**src/rtl/rx_block_lock_pkg.sv**
```systemverilog
// Shared PCS definitions: 64b/66b sync header codes and block-lock state encoding.
package rx_block_lock_pkg;

  localparam logic [1:0] SYNC_DATA = 2'b01;
  localparam logic [1:0] SYNC_CTRL = 2'b10;

  typedef enum logic {
    BL_TEST      = 1'b0,
    BL_SLIP_WAIT = 1'b1
  } bl_state_e;

  function automatic logic hdr_is_valid(input logic [1:0] hdr);
    return (hdr == SYNC_DATA) || (hdr == SYNC_CTRL);
  endfunction

endpackage

```
**src/rtl/rx_block_lock.sv**
```systemverilog
// 64b/66b receive block lock: sync-header test windows, gearbox slip requests,
// per-header invalid strobe and a saturating lock-loss counter.
module rx_block_lock
  import rx_block_lock_pkg::*;
#(
  parameter int SH_CNT_MAX   = 64,
  parameter int SH_INVLD_MAX = 16,
  parameter int SLIP_WAIT    = 4
) (
  input  logic       clk156,
  input  logic       rstb156,
  input  logic [1:0] rx_hdr,
  input  logic       rx_hdr_vld,
  input  logic       clear_lockloss,
  output logic       blk_lock,
  output logic       slip,
  output logic       sh_invld,
  output logic [7:0] lockloss_cnt
);

  localparam int SHW = $clog2(SH_CNT_MAX + 1);
  localparam int IVW = $clog2(SH_INVLD_MAX + 1);
  localparam int WTW = $clog2(SLIP_WAIT + 1);

  localparam logic [SHW:0]   SH_LAST  = (SHW + 1)'(SH_CNT_MAX);
  localparam logic [IVW:0]   IV_LAST  = (IVW + 1)'(SH_INVLD_MAX);
  localparam logic [WTW-1:0] WT_LOAD  = WTW'(SLIP_WAIT);

  bl_state_e      state, state_d;
  logic [SHW-1:0] sh_cnt, sh_cnt_d;
  logic [IVW-1:0] invld_cnt, invld_cnt_d;
  logic [WTW-1:0] wait_cnt, wait_cnt_d;
  logic           lock_d, slip_d, invld_d, drop;
  logic [7:0]     lockloss_d;

  logic           bad;
  logic [SHW:0]   n;
  logic [IVW:0]   m;

  assign bad = ~hdr_is_valid(rx_hdr);
  assign n   = {1'b0, sh_cnt} + {{SHW{1'b0}}, 1'b1};
  assign m   = {1'b0, invld_cnt} + {{IVW{1'b0}}, bad};

  always_comb begin
    state_d     = state;
    sh_cnt_d    = sh_cnt;
    invld_cnt_d = invld_cnt;
    wait_cnt_d  = wait_cnt;
    lock_d      = blk_lock;
    slip_d      = 1'b0;
    invld_d     = 1'b0;
    drop        = 1'b0;
    case (state)
      BL_TEST: begin
        if (rx_hdr_vld) begin
          invld_d = bad;
          if (bad && (!blk_lock || m == IV_LAST)) begin
            slip_d      = 1'b1;
            lock_d      = 1'b0;
            drop        = blk_lock;
            sh_cnt_d    = '0;
            invld_cnt_d = '0;
            wait_cnt_d  = WT_LOAD;
            state_d     = BL_SLIP_WAIT;
          end else if (n == SH_LAST) begin
            if (m == '0) lock_d = 1'b1;
            sh_cnt_d    = '0;
            invld_cnt_d = '0;
          end else begin
            // n < SH_CNT_MAX and m < SH_INVLD_MAX here, so truncation is lossless
            sh_cnt_d    = n[SHW-1:0];
            invld_cnt_d = m[IVW-1:0];
          end
        end
      end
      BL_SLIP_WAIT: begin
        wait_cnt_d = wait_cnt - 1'b1;
        if (wait_cnt <= WTW'(1)) begin
          wait_cnt_d = '0;
          state_d    = BL_TEST;
        end
      end
      default: state_d = BL_TEST;
    endcase

    lockloss_d = lockloss_cnt;
    if (clear_lockloss)
      lockloss_d = '0;
    else if (drop && lockloss_cnt != 8'hFF)
      lockloss_d = lockloss_cnt + 8'd1;
  end

  always_ff @(posedge clk156) begin
    if (!rstb156) begin
      state        <= BL_TEST;
      sh_cnt       <= '0;
      invld_cnt    <= '0;
      wait_cnt     <= '0;
      blk_lock     <= 1'b0;
      slip         <= 1'b0;
      sh_invld     <= 1'b0;
      lockloss_cnt <= '0;
    end else begin
      state        <= state_d;
      sh_cnt       <= sh_cnt_d;
      invld_cnt    <= invld_cnt_d;
      wait_cnt     <= wait_cnt_d;
      blk_lock     <= lock_d;
      slip         <= slip_d;
      sh_invld     <= invld_d;
      lockloss_cnt <= lockloss_d;
    end
  end

endmodule

```
**config.mk**
```make
export PLATFORM = sky130hd
export DESIGN_NAME = rx_block_lock
export DESIGN_NICKNAME = d
export VERILOG_FILES = /design/src/rtl/rx_block_lock_pkg.sv /design/src/rtl/rx_block_lock.sv
export SDC_FILE = /design/constraint.sdc
export NUM_CORES = 1
export LEC_CHECK = 0
export CAP_MARGIN = 20
export CORE_ASPECT_RATIO = 1.75
export CORE_MARGIN = 2
export CORE_UTILIZATION = 45
export DETAILED_ROUTE_END_ITERATION = 12
export PLACE_DENSITY = 0.66
export REMOVE_ABC_BUFFERS = 1
export SKIP_CTS_REPAIR_TIMING = 1
export SLEW_MARGIN = 20
export SYNTH_ARGS = -nofsm -noshare
export SYNTH_HDL_FRONTEND = slang
export SYNTH_SLANG_ARGS = --single-unit
```
**constraint.sdc**
```tcl
create_clock -name clk156 -period 4.6 [get_ports clk156]
set_input_delay 0.92 -clock clk156 [delete_from_list [all_inputs] [get_ports clk156]]
set_output_delay 0.92 -clock clk156 [all_outputs]
set_load 0.01 [all_outputs]
```
Word-level counts from Yosys, hierarchy flattened
Index checks and enable logic that the tools add are counted.

storage, ports and cells
  ROM bits = 0
  input port bits = 6
  RAM bits = 0
  logic and storage cells = 56
  register bits after elaboration = 27
  memories kept = 0
  bits in latches = 0

operators by class
  divide/modulo/power cells = 0
  order comparisons = 1
  add/sub/neg operators = 4
  equality and inequality tests = 7
  multiply operators = 0
  reduce and logical (&&, ||, !) cells = 14
  mux-type cells = 18
  shifts and indexed selects = 0
  bitwise logic cells = 4

operator list
  cell                                                                    count
  7-bit two-way mux                                                       2
  5-bit two-way mux                                                       2
  1-bit two-way mux                                                       9
  3-bit two-way mux                                                       3
  7-bit by 1-bit adder with 8-bit output (second input constant)          1
  8-bit by 1-bit adder with 8-bit output (second input constant)          1
  8-bit by 7-bit == test with 1-bit output (second input constant)        1
  8-bit inequality test (second input constant)                           1
  5-bit by 1-bit adder with 6-bit output                                  1
  6-bit by 5-bit == test with 1-bit output (second input constant)        1
  6-bit logical NOT                                                       1
  3-bit one-hot mux with 2 select lines                                   1
  2-bit inequality test (second input constant)                           2
  1-bit inverter                                                          4
  2-bit AND reduction                                                     2
  4-bit AND reduction                                                     1
  2-bit nonzero test                                                      2
  2-bit OR reduction                                                      2
  3-bit by 1-bit <= comparator with 1-bit output (second input constant)  1
  3-bit OR reduction                                                      1
  3-bit by 1-bit subtractor with 3-bit output (second input constant)     1
  2-bit by 1-bit == test with 1-bit output (second input constant)        1
  2-bit == test (second input constant)                                   1
  1-bit logical AND                                                       2
  other kinds (3)                                                         4

Longest topological paths before layout
  depth after elaboration = 11
  mapped depth = 10

Worst setup path before layout
No wires, ideal clock.

  kind = input-to-reg
  from = input port rx_hdr[1]
  to = register lockloss_cnt[4]
  arrival = 2944 ps
  cell stages on the path = 10
  path slack = 1586 ps
  cell sequence = xor2_1 > inv_1 > ha_1 > ha_1 > xor2_1 > nor3_2 > o2111ai_2 > buf_6 > or4_1 > a21oi_1

on the way
  word-level cells in the longest chain between the ends = 11

ends and longest elaborated chain
  element                                                                           RTL line                 RTL
  start, declared                                                                   rx_block_lock.sv:12      input logic [1:0] rx_hdr,
  2-bit by 1-bit == test with 1-bit output / 2-bit == test (equally long branches)  rx_block_lock_pkg.sv:13  return (hdr == SYNC_DATA) || (hdr == SYNC_CTRL);
  1-bit logical OR *                                                                rx_block_lock_pkg.sv:13
  1-bit inverter *                                                                  rx_block_lock.sv:40      assign bad = ~hdr_is_valid(rx_hdr);
  net bad                                                                           rx_block_lock.sv:36      logic bad;
  5-bit by 1-bit adder with 6-bit output                                            rx_block_lock.sv:42      assign m = {1'b0, invld_cnt} + {{IVW{1'b0}}, bad};
  6-bit by 5-bit == test with 1-bit output                                          rx_block_lock.sv:57      if (bad && (!blk_lock || m == IV_LAST)) begin
  1-bit logical OR                                                                  rx_block_lock.sv:57
  1-bit logical AND *                                                               rx_block_lock.sv:57
  1-bit two-way mux *                                                               rx_block_lock.sv:57
  1-bit two-way mux *                                                               rx_block_lock.sv:55      if (rx_hdr_vld) begin
  1-bit two-way mux *                                                               rx_block_lock.sv:53      case (state)
  1-bit logical AND *                                                               rx_block_lock.sv:89      else if (drop && lockloss_cnt != 8'hFF)
  end signal, assigned                                                              rx_block_lock.sv:111     lockloss_cnt <= lockloss_d;
  end, declared                                                                     rx_block_lock.sv:18      output logic [7:0] lockloss_cnt

The timed path passes the listed nets; every way through them passes the cells marked *.
A chain may end at the register's enable or synchronous reset.

Worst setup path in the final report
  from = input port rx_hdr[0]
  to = register lockloss_cnt[7]

Same word-level chain as after synthesis.

==> qor.yml <==
sta:
  final.period_utilization_pct: 79.3
  relSlewSlack_pct: 40.1
  rsz0062_at_grt: "no"
  hold_viol_final: 0
  fmax_mhz: 274
  worst_slew_pin_slew_ns: 0.898
  totalNegativeSetupSlack_ns: 0
  fin_skew_ns: 0.00369
  setup_viol: 0
  min_period_ns: 3.65
  slew_violations: 0
critical_path:
  worstPathRequired_ns: 4.81
  startpoint: "rx_hdr[0]"
  critPathCaptureType: "register"
  crit_buf_inv: 2
  critical-path-top-delay-family: "simple AND/OR/NAND/NOR gates"
  cp_slowest_cell: "or4_1"
  r2r-start: "invld_cnt[0]"
  start_kind: "primary input"
  cp_cell_sequence: "clkdlybuf4s50_1, xor2_1, inv_1, ha_1, ha_1, xor2_1, nor3_2, o2111ai_2, or4_1, a21oi_1"
  critPathArrivalTime_ns: 3.86
  crit_type: "in -> reg"
  slowest_delay_ns: 0.56
  cp_max_fo: 12
pwr:
  power_density_nw_per_um2: 255
  p_leak_nw: 0.587
  p_int_mw: 0.324
  switching_share_pct: 26.5
  seq_power_share_pct: 55.6
  combPwrFrac_pct: 12.7
  power.switching_mw: 0.117
  ir_drop_mv: 0.183
  p_total_mw: 0.440
  clock_power_share_pct: 31.7
layout:
  antennaDiodeCount: 0
  fillCellCount: 317
  syn_to_final_growth_pct: 15.0
  nNetsFinal: 204
  drive_above_1_share_pct: 6.81
  layout_commonest_cell: "dfxtp_1"
  final_cell_mix: "27 x dfxtp_1, 20 x nand2_1, 16 x clkdlybuf4s50_1"
global_route:
  grt_use_met1_pct: 21.8
  grt_pass1_wl_um: 5620
  met3_usage_pct: 2.02
  grt_max_degree: 17
  grt_pass1_vias: 1235
  track_usage_pct: 19.8
  met2_usage_pct: 37.6
  grt-ovfl-total: 0
  busiest_layer: "met2"
  antenna_found_initial: 0
route:
  drtIter0Drc: 47
  via_per_inst: 5.78
  routedWlPerCell_um: 14.6
  drc_errors: 0
  wl_um: 3410
  ant_nets: 0
  dr.pass1.iters: 4
  vias: 1352
clock_tree:
  clock_sinks: 27
  cts.clk_slew.worst_paths_ns: 0.09
  cts.path.max_buffers: 2
  root_buffer: "clkbuf_8"
  cts_buffers: 3
  htree_levels: 1
  worstSkewPairLatency_ns: 0.27
  cts_tree: "yes"
placement:
  routabilityCongestion: 0.811
  dp_hpwl_um: 2650
  port-buffer-count: 16
floorplan:
  die_h_um: 80.4
  rows: 27
  core-area_um2: 3180
  design.die.area_um2: 3830
  dieWidth_um: 47.7
  ios: 17
  start_util_pct: 47.3
synthesis:
  synthArstFlopShare_pct: 0
  synthAdderAreaFrac_pct: 5.00
  synth-main-ff-cell: "dfxtp_1"
  synth_top_family_by_area: "simple AND/OR/NAND/NOR gates"
  seq_area_frac_synth_pct: 36.0
  ys_seq_elements: 27
  synthMuxAreaShare_pct: 4.25
  synthCells: 176
  synth_area_um2: 1500
  synth_xor_area_share_pct: 4.08
  synth_edf_count: 0
  synth_cell_types: 46
  synth-simple-area-share_pct: 28.4
  synth-compound-area-share_pct: 16.8
  ys.warnings.count: 0
  postSynthAreaPerCell_um2: 8.53
hold_path:
  min_path_type: "reg -> reg"
  hold_start: "invld_cnt[0]"
job:
  maxCapViolCount: 0
outcome:
  status: "finished clean"
-- layer usage --
metal	wire length, µm	vias up
met5	0	-
met4	34	0
met3	63	5
met2	1940	22
met1	1380	655
li1	-	670
-- registers in the layout, summed over array words and instances (netlist names) --
register and flops:
lockloss_cnt 8, sh_cnt 7, invld_cnt 5, wait_cnt 3
blk_lock 1, sh_invld 1, slip 1, state 1
-- cells by family (layout without fill, tap and decap cells) --
kind of cell               count (synthesis)  in the layout
and+or+nand+nor                           77             77
adders and majority gates                  6              6
AOI/OAI and AO/OA                         38             38
xor gates and xnor gates                   7              7
DFF                                       27             27
muxes                                      5              5
buffers and inverters                     16             31
-- power by group through the flow --
stage | Clock (mW) | Sequential, mW | Combinational, mW
after CTS | 0.141 | 0.245 | 0.0561
after global routing | 0.153 | 0.246 | 0.0614
after global placement | 0 | 0.250 | 0.0547
after floorplan | 0 | 0.250 | 0.0344
final | 0.140 | 0.245 | 0.0558
after detailed placement | 0 | 0.250 | 0.0557
-- worst reg2reg max path, cell delays in order (launching register included) --
cell and delay [ns]:
dfxtp_1 0.32, ha_1 0.25, ha_1 0.26, xor2_1 0.17, nor3_2 0.25, o2111ai_2 0.36
or4_1 0.56, a21oi_1 0.14
-- stage by stage --
stage | worst slack [ns] | cells | hold WS [ns] | cell area (µm²) | util (%)
floorplan | 1.50 | 170 | 0.436 | 1460 | -
global placement | 0.732 | 230 | 0.448 | 1680 | 52.8
detailed placement | 0.670 | 230 | 0.455 | 1680 | 52.8
CTS | 0.944 | 234 | 0.471 | 1730 | 54.4
global route | 0.797 | 234 | 0.503 | 1730 | 54.4
finish | 0.954 | 234 | 0.470 | 1730 | 54.4
-- path summary, 6_finish.rpt --
path                                         to  slack [ns]  cells past startpoint
worst max-delay path            lockloss_cnt[7]        0.95                     10
worst min-delay path               invld_cnt[0]        0.47                      2
worst max register to register  lockloss_cnt[7]        2.24                      7
worst min register to register     invld_cnt[0]        0.47                      2
-- cell usage after synthesis (2+ instances only) --
| cell | instances | area share (%) |
|---|---|---|
| dfxtp_1 | 27 | 36 |
| nand2_1 | 20 | 5.0 |
| a21oi_1 | 13 | 4.3 |
| nor2_1 | 12 | 3.0 |
| inv_1 | 9 | 2.2 |
| nand3_1 | 9 | 3.0 |
| ha_1 | 6 | 5.0 |
| o21ai_0 | 6 | 2.0 |
| xor2_1 | 5 | 2.9 |
| nor4_1 | 4 | 1.7 |
| o31ai_1 | 4 | 2.0 |
| or3_1 | 4 | 1.7 |
| or4_1 | 4 | 2.0 |
| and3_1 | 3 | 1.3 |
| mux2i_1 | 3 | 2.0 |
| nand2b_1 | 3 | 1.3 |
| nand3b_1 | 3 | 1.5 |
| nand4_1 | 3 | 1.3 |
| nand4b_1 | 3 | 1.8 |
| o22ai_1 | 3 | 1.3 |
| a41oi_1 | 2 | 1.2 |
| buf_6 | 2 | 1.5 |
| clkbuf_1 | 2 | 0.50 |
| o211ai_1 | 2 | 1.0 |
| or2b_1 | 2 | 1.0 |
| xnor2_1 | 2 | 1.2 |
-- layout make-up --
type / count / area, µm² / share of cell area, %
inverters: 10 / 37.5 / 2.17
flip-flops and latches: 27 / 541 / 31.3
well taps: 43 / 53.8 / 3.12
clock buffers: 3 / 41.3 / 2.39
multi-input cells: 133 / 878 / 50.9
clock inverters: 1 / 7.51 / 0.435
repair buffers: 17 / 168 / 9.71
Power figures use the tool's default switching activity.
